[config.mk]
export PLATFORM = sky130hd
export DESIGN_NAME = mem_responder
export DESIGN_NICKNAME = d
export VERILOG_FILES = /design/src/rtl/mem_resp_pkg.sv /design/src/rtl/mem_resp_array.sv /design/src/rtl/mem_responder.sv
export SDC_FILE = /design/constraint.sdc
export NUM_CORES = 1
export LEC_CHECK = 0
export CORE_MARGIN = 8
export CORE_UTILIZATION = 30
export CTS_CLUSTER_SIZE = 10
export DETAILED_ROUTE_END_ITERATION = 10
export SETUP_SLACK_MARGIN = 0.15
export SYNTH_ARGS = -nofsm -noshare
export SYNTH_HDL_FRONTEND = slang
export SYNTH_HIERARCHICAL = 1
export SYNTH_SLANG_ARGS = --single-unit
[constraint.sdc]
create_clock -name CLK -period 6.6 [get_ports CLK]
set_input_delay 0.99 -clock CLK [delete_from_list [all_inputs] [get_ports CLK]]
set_output_delay 0.99 -clock CLK [all_outputs]
set_load 0.05 [all_outputs]
[src/rtl/mem_resp_pkg.sv]
// Shared types and constants for the mem_responder slice.
// State encoding, data-word width and wait-counter width.
package mem_resp_pkg;

    localparam int WORD_W = 32;
    localparam int CNT_W  = 4;

    typedef logic [1:0] state_t;

    localparam state_t ST_IDLE = 2'd0;
    localparam state_t ST_WAIT = 2'd1;
    localparam state_t ST_RESP = 2'd2;

endpackage

[src/rtl/mem_resp_array.sv]
// Word storage for mem_responder: single shared index, synchronous write,
// asynchronous read. Contents are deliberately not reset.
module mem_resp_array
    import mem_resp_pkg::*;
#(
    parameter int DEPTH_LOG2 = 5
) (
    input  logic                  CLK,
    input  logic                  we,
    input  logic [DEPTH_LOG2-1:0] idx,
    input  logic [WORD_W-1:0]     wdata,
    output logic [WORD_W-1:0]     rdata
);

    logic [WORD_W-1:0] words [2**DEPTH_LOG2];

    always_ff @(posedge CLK) begin
        if (we) begin
            words[idx] <= wdata;
        end
    end

    assign rdata = words[idx];

endmodule

[src/rtl/mem_responder.sv]
// Memory responder with programmable wait states in front of a word array.
// Optional address-error checking is enabled by defining MEM_RESP_ERR_EN.
//
// state   | meaning
// --------+---------------------------------------------------------------
// IDLE    | waiting for mem_read/mem_write; accepts and latches a request
// WAIT    | counting down wait states; write commits on the exit edge
// RESP    | one cycle: ack=1, busy=1, rdata/err valid; always returns IDLE
module mem_responder
    import mem_resp_pkg::*;
#(
    parameter int DEPTH_LOG2  = 5,
    parameter int WAIT_CYCLES = 2
) (
    input  logic              CLK,
    input  logic              RST,
    input  logic              mem_read,
    input  logic              mem_write,
    input  logic [WORD_W-1:0] addr,
    input  logic [WORD_W-1:0] wdata,
    output logic [WORD_W-1:0] rdata,
    output logic              busy,
    output logic              ack,
    output logic              err
);

    localparam logic [CNT_W-1:0] WAIT_LOAD =
        (WAIT_CYCLES > 0) ? CNT_W'(WAIT_CYCLES - 1) : '0;

    state_t                  state;
    state_t                  state_nxt;
    logic [CNT_W-1:0]        cnt;
    logic                    op_write;
    logic [DEPTH_LOG2-1:0]   idx_lat;
    logic                    bad_lat;
    logic [WORD_W-1:0]       wdata_lat;

    logic                    req;
    logic [DEPTH_LOG2-1:0]   idx_in;
    logic                    bad_in;
    logic                    commit_idle;
    logic                    commit_wait;
    logic                    arr_we;
    logic [DEPTH_LOG2-1:0]   arr_idx;
    logic [WORD_W-1:0]       arr_wdata;
    logic [WORD_W-1:0]       arr_rdata;

    assign req    = mem_read | mem_write;
    assign idx_in = addr[DEPTH_LOG2+1:2];

`ifdef MEM_RESP_ERR_EN
    assign bad_in = (addr[1:0] != 2'b00) || ((addr >> (DEPTH_LOG2 + 2)) != '0);
`else
    assign bad_in = 1'b0;
`endif

    always_comb begin
        state_nxt = state;
        case (state)
            ST_IDLE: begin
                if (req) begin
                    state_nxt = (WAIT_CYCLES == 0) ? ST_RESP : ST_WAIT;
                end
            end
            ST_WAIT: begin
                if (cnt == '0) begin
                    state_nxt = ST_RESP;
                end
            end
            ST_RESP: state_nxt = ST_IDLE;
            default: state_nxt = ST_IDLE;
        endcase
    end

    // With zero wait states the write lands on the accepting edge, straight from the inputs.
    assign commit_idle = (state == ST_IDLE) && req && (WAIT_CYCLES == 0) && mem_write && !bad_in;
    assign commit_wait = (state == ST_WAIT) && (cnt == '0) && op_write && !bad_lat;
    assign arr_we      = !RST && (commit_idle || commit_wait);
    assign arr_idx     = (state == ST_IDLE) ? idx_in : idx_lat;
    assign arr_wdata   = (state == ST_IDLE) ? wdata  : wdata_lat;

    always_ff @(posedge CLK) begin
        if (RST) begin
            state     <= ST_IDLE;
            cnt       <= '0;
            op_write  <= 1'b0;
            idx_lat   <= '0;
            bad_lat   <= 1'b0;
            wdata_lat <= '0;
        end else begin
            state <= state_nxt;
            if (state == ST_IDLE && req) begin
                op_write  <= mem_write;
                idx_lat   <= idx_in;
                bad_lat   <= bad_in;
                wdata_lat <= wdata;
                cnt       <= WAIT_LOAD;
            end else if (state == ST_WAIT && cnt != '0) begin
                cnt <= cnt - 1'b1;
            end
        end
    end

    mem_resp_array #(
        .DEPTH_LOG2 (DEPTH_LOG2)
    ) u_array (
        .CLK   (CLK),
        .we    (arr_we),
        .idx   (arr_idx),
        .wdata (arr_wdata),
        .rdata (arr_rdata)
    );

    assign busy  = (state != ST_IDLE);
    assign ack   = (state == ST_RESP);
    assign rdata = (ack && !op_write && !bad_lat) ? arr_rdata : '0;

`ifdef MEM_RESP_ERR_EN
    assign err = ack && bad_lat;
`else
    assign err = 1'b0;
`endif

endmodule

### After elaboration in Yosys (flattened, before gate mapping)

Memory sizes are Yosys's and may differ from the RTL's.
Cells that the tools add are included.

| word-level totals | value |
|---|---|
| bits in writable memories | 1024 |
| ROM bits | 0 |
| latch bits | 0 |
| register bits after elaboration | 44 |
| word-level logic and storage cells | 38 |
| memories | 1 |

Memories:

| name | depth | bits a word | read ports | clocked after Yosys merged registers in | write ports | line | RTL |
|---|---|---|---|---|---|---|---|
| u_array.words | 32 | 32 | 1 | 0 | 1 | mem_resp_array.sv:15 | `logic [WORD_W-1:0] words [2**DEPTH_LOG2];` |

| operators by class | value |
|---|---|
| divide/modulo/power cells | 0 |
| mux-type cells | 10 |
| add/sub/neg operators | 1 |
| magnitude comparators | 0 |
| bitwise operators | 1 |
| shift-type cells | 0 |
| eq/ne operators | 4 |
| reduce and logical (&&, ||, !) cells | 15 |
| multiply operators | 0 |

Operators by type and width:

| cell | count |
|---|---|
| $mux W32 | 2 |
| $logic_and A1 B1 Y1 | 6 |
| $mux W5 | 1 |
| $logic_not A4 Y1 | 1 |
| $mux W1 | 4 |
| $mux W2 | 2 |
| $ne A2 B2 Y1 const B | 2 |
| $pmux W2 S2 | 1 |
| $reduce_bool A2 Y1 | 2 |
| $reduce_bool A4 Y1 | 1 |
| $sub A4 B1 Y4 const B | 1 |
| $eq A2 B1 Y1 const B | 1 |
| $eq A2 B2 Y1 const B | 1 |
| $logic_not A1 Y1 | 2 |
| $logic_not A2 Y1 | 1 |
| $reduce_and A2 Y1 | 1 |
| $reduce_or A2 Y1 | 1 |
| $or A1 B1 Y1 | 1 |

### Longest topological paths before layout

Gate-level depths: netlist of the first run.

| logic depth | value |
|---|---|
| depth after elaboration | 6 |
| mapped depth | 15 |

### Hierarchy

The synthesis of the first run kept the hierarchy.

By module, submodules not included:

| module | area an instance (µm²) | instances | cells each |
|---|---|---|---|
| mem_resp_array | 39101.3 | 1 | 2075 |
| mem_responder | 2417.3 | 1 | 366 |

### Worst setup path after synthesis of the first run

No wires, ideal clock.

| timing path | value |
|---|---|
| path kind | input -> register |
| start point | input RST |
| end point | memory u_array.words[24][0] (enable) |
| stages | 6 |
| library setup time | 0.461 ns |
| arrival time | 4.318 ns |
| setup slack | 1.821 ns |
| path through | clkbuf_8 -> nor3_1 -> and2_1 -> or3b_2 -> clkbuf_1 -> nor3_1 |

| on the way | value |
|---|---|
| cells in the longest elaborated chain, start to end | 4 |

RTL lines:

| what | line | RTL |
|---|---|---|
| start: declaration | mem_responder.sv:16 | `input logic RST,` |
| $logic_not A1 Y1 | mem_responder.sv:78 | `assign arr_we = !RST && (commit_idle \|\| commit_wait);` |
| $logic_and A1 B1 Y1 | mem_responder.sv:78 |  |
| named net arr_we | mem_responder.sv:43 | `logic arr_we;` |
| $mux W1 | mem_resp_array.sv:18 | `if (we) begin` |
| $mux W1 (not written as such) | mem_resp_array.sv:19 | `words[idx] <= wdata;` |
| end: declaration | mem_resp_array.sv:15 |  |

The timed path passes the listed nets, and every way through them passes these cells.

### Worst setup path after layout of the first run

| timing path | value |
|---|---|
| start point | register state[0] |
| end point | output rdata[24] |

| on the way | value |
|---|---|
| cells in the longest elaborated chain, start to end | 4 |

RTL lines:

| what | line | RTL |
|---|---|---|
| start: declaration | mem_responder.sv:30 | `state_t state;` |
| start signal: assignment | mem_responder.sv:91 | `state <= state_nxt;` |
| $logic_not A2 Y1 | mem_responder.sv:79 | `assign arr_idx = (state == ST_IDLE) ? idx_in : idx_lat;` |
| $mux W5 | mem_responder.sv:79 |  |
| named net arr_idx[1] | mem_responder.sv:44 | `logic [DEPTH_LOG2-1:0] arr_idx;` |
| $mem_v2 Z32 W32 | -- |  |
| named net arr_rdata[24] | mem_responder.sv:46 | `logic [WORD_W-1:0] arr_rdata;` |
| $mux W32 | mem_responder.sv:116 | `assign rdata = (ack && !op_write && !bad_lat) ? arr_rdata : '0;` |
| end: declaration | mem_responder.sv:21 | `output logic [WORD_W-1:0] rdata,` |

The timed path passes the listed nets, and every way through them passes these cells.

==> reports/results.md, run 1 <==
* **leakage component of the power** 16.0 nW
* **clock tree from TritonCTS** yes
* **die extent in y** 388 um
* **layout-stage area growth over the synthesis result** 16.1%
* **Max Clock Freq** 163 MHz
* **clock skew after layout** 0.0316 ns
* **Worst path slowest cell** sky130_fd_sc_hd__clkdlybuf4s50_1
* **Yosys top cell area share** 74.1%
* **power density cells** 314 nW/um2
* **proportion of power drawn by the clock network** 37.7%
* **Startpoint Class** register
* **core box area** 137000 um2
* **Final Critical Period** 6.13 ns
* **vias in the first global route** 21700
* **summed instance area of the synthesized netlist** 41500 um2
* **worst slew slack as a fraction of its limit** 21.7%
* **WP data arrival** 5.14 ns
* **Detail Placement HPWL** 62400 um
* **Hold Fails Final Rpt** 0
* **htree depth** 3
* **number of distinct library cells after synthesis** 41
* **total clock buffers created by CTS** 117
* **CP delay by family, top** buffers and inverters
* **root buffer selected by CTS** sky130_fd_sc_hd__clkbuf_16
* **reported max-cap violation count** 0
* **first-pass GRT wire length** 152000 um
* **clock sink count** 1068
* **crit end category** primary output
* **number of nets in the layout** 2666
* **crit path cell chain** nor2_4 > inv_2 > buf_4 > nand2_1 > nand2_4 > buf_12 > mux2i_1 > o22ai_1 > nor4_1 > buf_4 > nand2_1 > and2_1 > clkdlybuf4s50_1
* **register share of total power** 50.9%
* **FFs w/ async S/R, synth** 0%
* **type of the setup path with the least slack** register to primary output
* **Routed WL** 106000 um
* **number of hold buffers added after CTS** 0
* **routability congestion estimate** 0.772
* **nets in the synthesized netlist** 2510
* **Hold/Removal Path Class** register to register
* **Synth Flop Type** sky130_fd_sc_hd__edfxtp_1
* **RSZ-0062 raised after global routing** false
* **worst slack at placement** 0.828 ns
* **per-cell via count in the routed design** 5.12
* **max-slew violation total from the final report** 0
* **flop and latch count out of synthesis** 1068
* **Initial Utilization** 30.2%
* **clk_lat worst skew** 0.70 ns
* **first-pass iteration count of the detailed router** 5
* **routed length per placed instance** 24.0 um
* **total internal power** 11.5 mW
* **setup bufs post-CTS** 0
* **combinational share of power** 11.5%
* **sum of negative setup slack** 0 ns
* **Worst Path Required** 5.61 ns
* **most area-hungry cell type in the Yosys netlist** sky130_fd_sc_hd__edfxtp_1
* **number of buffers and inverters on the critical path** 5
* **final global-route overflow total** 0
* **CTS resizes** 0
* **DR vias** 22700
* **yosys warns** 6
* **largest net degree at the start of global routing** 75
* **number of enable flip-flop cells after synthesis** 1024
* **mean post-synth cell area** 17.0 um2
* **part of the Yosys area used for sequential elements** 76.2%
* **Worst Tran Pin Value** 1.17 ns
* **DIE AREA** 151000 um2
* **DRC violations left** 0
* **run status** completed
* **count of routing violations after the opening detailed-route iteration** 2164
* **Period Utilization, post-route** 92.9%
* **clock-pin transition on the worst setup and hold timing paths** 0.06 ns
* **placement row count** 136
* **ratio of cells with drive above 1 in the final layout** 12.5%
* **highest net fanout along the worst path** 44
* **top cells by area, synth** sky130_fd_sc_hd__edfxtp_1 74%, sky130_fd_sc_hd__mux2i_1 12%, sky130_fd_sc_hd__o22ai_1 3.9%
* **CTS Buffer Depth** 3
* **overall fraction of global-route tracks in use** 13.5%
* **post-route worst setup slack** 0.466 ns
* **Final setup viols** 0
* **number of routed nets with antenna violations** 0
* **number of input and output port buffers inserted** 74
* **switching share of total power** 24.0%
* **delay contributed by the slowest stage of the critical path** 0.70 ns
* **initial antenna violation count** 4
* **# IOs** 103
* **number of cells produced by synthesis** 2441
* **power spent charging and discharging nets** 3.63 mW
* **maximum ir drop on the vdd rail** 0.211 mV
* **horizontal die dimension** 388 um
==> synth_stat cells, types with 2 or more instances <==
master	count
sky130_fd_sc_hd__dfxtp_1	44
sky130_fd_sc_hd__clkbuf_1	42
sky130_fd_sc_hd__inv_1	5
sky130_fd_sc_hd__buf_2	88
sky130_fd_sc_hd__or4b_4	3
sky130_fd_sc_hd__nand4b_1	5
sky130_fd_sc_hd__nand4bb_1	6
sky130_fd_sc_hd__buf_4	3
sky130_fd_sc_hd__a311oi_1	2
sky130_fd_sc_hd__a21oi_1	41
sky130_fd_sc_hd__nor4_1	64
sky130_fd_sc_hd__and2_1	33
sky130_fd_sc_hd__nand3_1	39
sky130_fd_sc_hd__o21ai_0	40
sky130_fd_sc_hd__buf_1	6
sky130_fd_sc_hd__nor2b_1	2
sky130_fd_sc_hd__or4b_1	2
sky130_fd_sc_hd__nor2_1	31
sky130_fd_sc_hd__nand3b_1	4
sky130_fd_sc_hd__edfxtp_1	1024
sky130_fd_sc_hd__nor3_1	5
sky130_fd_sc_hd__mux2i_1	512
sky130_fd_sc_hd__o22ai_1	256
sky130_fd_sc_hd__nand2_1	146
sky130_fd_sc_hd__or3_1	2
sky130_fd_sc_hd__or3b_2	3
sky130_fd_sc_hd__buf_6	19
==> layout make-up <==
| class | instances | area (um2) |
|---|---|---|
| diodes | 1 | 2.50 |
| well taps | 1794 | 2240 |
| fillers | 12900 | 89300 |
| clock inverters | 6 | 51.3 |
| clock buffers | 146 | 3130 |
| flip-flops and latches | 1068 | 31600 |
| inverters | 5 | 18.8 |
| repair buffers | 197 | 1840 |
| multi-input cells | 1208 | 9270 |
==> per-stage QoR <==
step	std cells	total power, mW	instance area (um2)	util [%]	hold WS [ns]
after floorplan	2441	8.92	41500	-	0.454
after global placement	4272	9.56	45000	32.7	0.460
after detailed placement	4272	9.58	45000	32.7	0.467
after CTS	4424	15.2	48200	35.0	0.475
after global routing	4424	15.6	48200	35.0	0.497
final	4425	15.1	48200	35.1	0.476
==> power by group through the flow <==
stage	clock network (mW)	registers, mW	logic, mW
after global routing	6.05	7.69	1.85
after floorplan	0	7.81	1.10
after global placement	0	7.83	1.74
after CTS	5.80	7.69	1.75
after detailed placement	0	7.83	1.75
final	5.70	7.69	1.74
==> sequential cells by signal, indices dropped and copies added, names as in the netlist <==
signal and count:
cnt 4, idx_lat 5, op_write 1, state 2, u_array/words 1024, wdata_lat 32
==> layer usage <==
metal	part of all wire [%]	vias to the layer above	track usage (%)
met5	0.012	-	0
met4	2.6	2	3.93
met3	6.3	171	2.21
met2	47	775	21.6
met1	44	11700	18.9
li1	-	9966	-
==> path summary, 6_finish.rpt <==
kind	from	cells after the start	end	slack [ns]
setup reg to reg	state[0]	9	u_array/words[23][3]	1.93
hold / removal	wdata_lat[12]	2	wdata_lat[12]	0.48
hold reg to reg	wdata_lat[12]	2	wdata_lat[12]	0.48
setup / recovery	state[0]	13	rdata[24]	0.47
==> cell families after synthesis <==
| logic type | after synthesis | share of synthesized area, % |
|---|---|---|
| AO/OA/AOI/OAI | 342 | 4.94 |
| AND/OR/NAND/NOR | 352 | 4.34 |
| buffers and inverters | 165 | 2.15 |
| adder cells (fa/ha/maj) | 1 | 0.0301 |
| multiplexers | 512 | 12.3 |
| flip-flops | 1068 | 76.2 |
| other | 1 | 0.00903 |
==> layout by cell type (no fill, tap or decap), types with 29 or more instances in the layout <==
cell                              count
sky130_fd_sc_hd__a21oi_1             41
sky130_fd_sc_hd__and2_1              33
sky130_fd_sc_hd__buf_4              128
sky130_fd_sc_hd__clkbuf_16          121
sky130_fd_sc_hd__clkdlybuf4s50_1     49
sky130_fd_sc_hd__dfxtp_1             44
sky130_fd_sc_hd__edfxtp_1          1024
sky130_fd_sc_hd__mux2i_1            512
sky130_fd_sc_hd__nand2_1            145
sky130_fd_sc_hd__nand3_1             39
sky130_fd_sc_hd__nor2_4              29
sky130_fd_sc_hd__nor4_1              63
sky130_fd_sc_hd__o21ai_0             40
sky130_fd_sc_hd__o22ai_1            256
==> worst min-delay path: stages (launching register included) <==
cell and delay [ns]:
sky130_fd_sc_hd__dfxtp_1 0.31, sky130_fd_sc_hd__o21ai_0 0.06, sky130_fd_sc_hd__a21oi_1 0.06
(Power assumes the default switching activity.)
==> run 2, diff against run 1 <==
--- a/config.mk
+++ b/config.mk
@@ -7,7 +7,7 @@
 export LEC_CHECK = 0
 export CORE_MARGIN = 8
 export CORE_UTILIZATION = 30
-export CTS_CLUSTER_SIZE = 10
+export CTS_CLUSTER_SIZE = 30
 export DETAILED_ROUTE_END_ITERATION = 10
 export SETUP_SLACK_MARGIN = 0.15
 export SYNTH_ARGS = -nofsm -noshare
==> constraint.sdc (replaced) <==
create_clock -name CLK -period 5.1 [get_ports CLK]
set_input_delay 0.765 -clock CLK [delete_from_list [all_inputs] [get_ports CLK]]
set_output_delay 0.765 -clock CLK [all_outputs]
set_load 0.05 [all_outputs]
==> reports/results.md, run 2 (synthesis results as in run 1) <==
* **run status** completed
* **die extent in y** 388 um, unchanged
* **routability congestion estimate** 0.762, -1.3%
* **# IOs** 103, unchanged
* **initial antenna violation count** 4, unchanged
* **total clock buffers created by CTS** 102, -13%
* **number of nets in the layout** 2653, -0.49%
* **RSZ-0062 raised after global routing** true
* **number of input and output port buffers inserted** 74, unchanged
* **Worst Path Required** 4.34 ns, -1.27 ns
* **max reg flops** 1024, unchanged
* **type of the setup path with the least slack** register to primary output
* **Design Power** 19.6 mW, +29%
* **sum of negative setup slack** 0 ns, unchanged
* **clock sink count** 1068, unchanged
* **clk_lat worst skew** 0.71 ns, about the same
* **largest net degree at the start of global routing** 53, -29%
* **root buffer selected by CTS** sky130_fd_sc_hd__clkbuf_16
* **vias in the first global route** 22000, +1.3%
* **Initial Utilization** 30.2%, unchanged
* **most used routing layer in global routing** met2
* **clock tree from TritonCTS** yes
* **most common cell after layout, fill and taps aside** sky130_fd_sc_hd__edfxtp_1
* **DRC violations left** 0, unchanged
* **max-slew violation total from the final report** 0, unchanged
* **Max Clock Freq** 210 MHz
* **placement row count** 136, unchanged
* **Worst Tran Pin Value** 1.27 ns, +0.101 ns
* **number of routed nets with antenna violations** 0, unchanged
* **global routing met1 resource utilization** 18.2%, -0.65 points
* **DIE AREA** 151000 um2, unchanged
* **routed length per placed instance** 23.7 um, -1.3%
* **number of antenna diodes** 0, -1
* **Final setup viols** 0, unchanged
* **DR vias** 22400, -1.2%
* **maximum ir drop on the vdd rail** 0.256 mV, +21%
* **largest register by flop count** u_array/words
* **first-pass GRT wire length** 151000 um, -0.65%
* **leakage component of the power** 16.1 nW, +1.0%
* **met3 routing resource usage after global routing** 2.36%, +0.15 points
* **htree depth** 3, unchanged
* **reported max-cap violation count** 0, unchanged
* **highest net fanout along the worst path** 36, -18%
* **CTS Buffer Depth** 3, unchanged
* **Detail Placement HPWL** 61000 um, -2.3%
* **core box area** 137000 um2, unchanged
* **per-cell via count in the routed design** 5.02, -1.9%
* **setup bufs post-CTS** 0, unchanged
* **clock skew after layout** 0.0220 ns, -0.00958 ns
* **layout-stage area growth over the synthesis result** 17.6%
* **worst slew slack as a fraction of its limit** 15.0%, -6.7 points
* **Period Utilization, post-route** 93.3%
* **horizontal die dimension** 388 um, unchanged
* **Final Critical Period** 4.76 ns
* **count of routing violations after the opening detailed-route iteration** 2180, +0.74%
* **ratio of cells with drive above 1 in the final layout** 13.4%, +0.97 points
* **Hold/Removal Path Class** register to register
* **count of fill cells added during filler insertion** 12800, -0.58%
* **power density cells** 401 nW/um2, +28%
* **WP data arrival** 4.00 ns, -1.14 ns
* **Startpoint Class** register
* **clock-pin transition on the worst setup and hold timing paths** 0.06 ns, about the same
* **biggest registers after layout** u_array/words (1024), wdata_lat (32), idx_lat (5)
* **first-pass iteration count of the detailed router** 5, unchanged
* **crit end category** primary output
* **overall fraction of global-route tracks in use** 13.4%, -0.066 points
* **Hold Fails Final Rpt** 0, unchanged
* **Routed WL** 106000 um, -0.60%
* **most frequent cells in the layout** 1024 x sky130_fd_sc_hd__edfxtp_1, 512 x sky130_fd_sc_hd__mux2i_1, 256 x sky130_fd_sc_hd__o22ai_1
* **final global-route overflow total** 0, unchanged
* **grt met2 use** 22.2%, +0.53 points
* **number of hold buffers added after CTS** 0, unchanged
==> run 2: cell types whose count changed in the layout (fill, tap and decap cells not counted), sizes merged <==
cell,change
diode,-1
inv,+1
buf,+8
clkbuf,-18
bufinv,+7
clkinvlp,+2
clkdlybuf4s50,-7
clkinv,+41
==> run 2: path summary, 6_finish.rpt <==
kind | from | endpoint | slack [ns] | cells past startpoint
setup / recovery | state[1] | rdata[16] | 0.34 | 11
hold / removal | wdata_lat[18] | wdata_lat[18] | 0.47 | 2
setup reg to reg | state[0] | u_array/words[6][16] | 1.14 | 9
hold reg to reg | wdata_lat[18] | wdata_lat[18] | 0.47 | 2
==> run 2: layout make-up <==
| type | count | area [um2] | area share, % |
|---|---|---|---|
| Clock buffer | 127 | 2690 | 5.51 |
| Clock inverter | 57 | 503 | 1.03 |
| Inverter | 5 | 18.8 | 0.0385 |
| Multi-Input combinational cell | 1208 | 9390 | 19.2 |
| Sequential cell | 1068 | 31600 | 64.8 |
| Tap cell | 1794 | 2240 | 4.60 |
| Timing Repair Buffer | 199 | 2340 | 4.79 |
==> run 2: through the flow <==
stage,cell area [um2],util [%],hold WS [ns],std cells,setup WS [ns]
floorplan,41500,-,0.454,2441,0.446
global placement,45400,33.1,0.460,4273,0.359
detailed placement,45400,33.1,0.467,4273,0.316
CTS,48700,35.4,0.476,4457,0.130
global route,48800,35.5,0.492,4458,0.125
finish,48800,35.5,0.475,4458,0.339
==> run 2: timing repair <==
| action | 4_1_cts | 5_1_grt |
|---|---|---|
| cloned | 0 | 1 |
| resized for setup | 12 | 10 |
| endpoints found under the setup margin | 13 | 28 |
| pin swaps | 0 | 0 |
==> run 2: routing by layer <==
metal	vias up	wire length [um]
met1	11600	46400
met4	0	2310
li1	9998	-
met5	-	0
met3	140	6650
met2	677	50300
==> run 2: worst max-delay path, cell delays in order (launching register included) <==
cell and delay, ns:
sky130_fd_sc_hd__dfxtp_1 0.35, sky130_fd_sc_hd__nor2_4 0.17, sky130_fd_sc_hd__buf_6 0.27, sky130_fd_sc_hd__nand2_1 0.09, sky130_fd_sc_hd__nand2_1 0.26, sky130_fd_sc_hd__buf_4 0.27, sky130_fd_sc_hd__or4b_4 0.56, sky130_fd_sc_hd__o22ai_1 0.19
sky130_fd_sc_hd__nor4_1 0.53, sky130_fd_sc_hd__nand2_1 0.22, sky130_fd_sc_hd__and2_1 0.22, sky130_fd_sc_hd__buf_12 0.16
==> run 2: where the power goes <==
group	switching [mW]	total, mW	internal, mW
Clock	3.23	7.32	4.09
Sequential	0.0181	9.95	9.93
Combinational	1.52	2.31	0.788
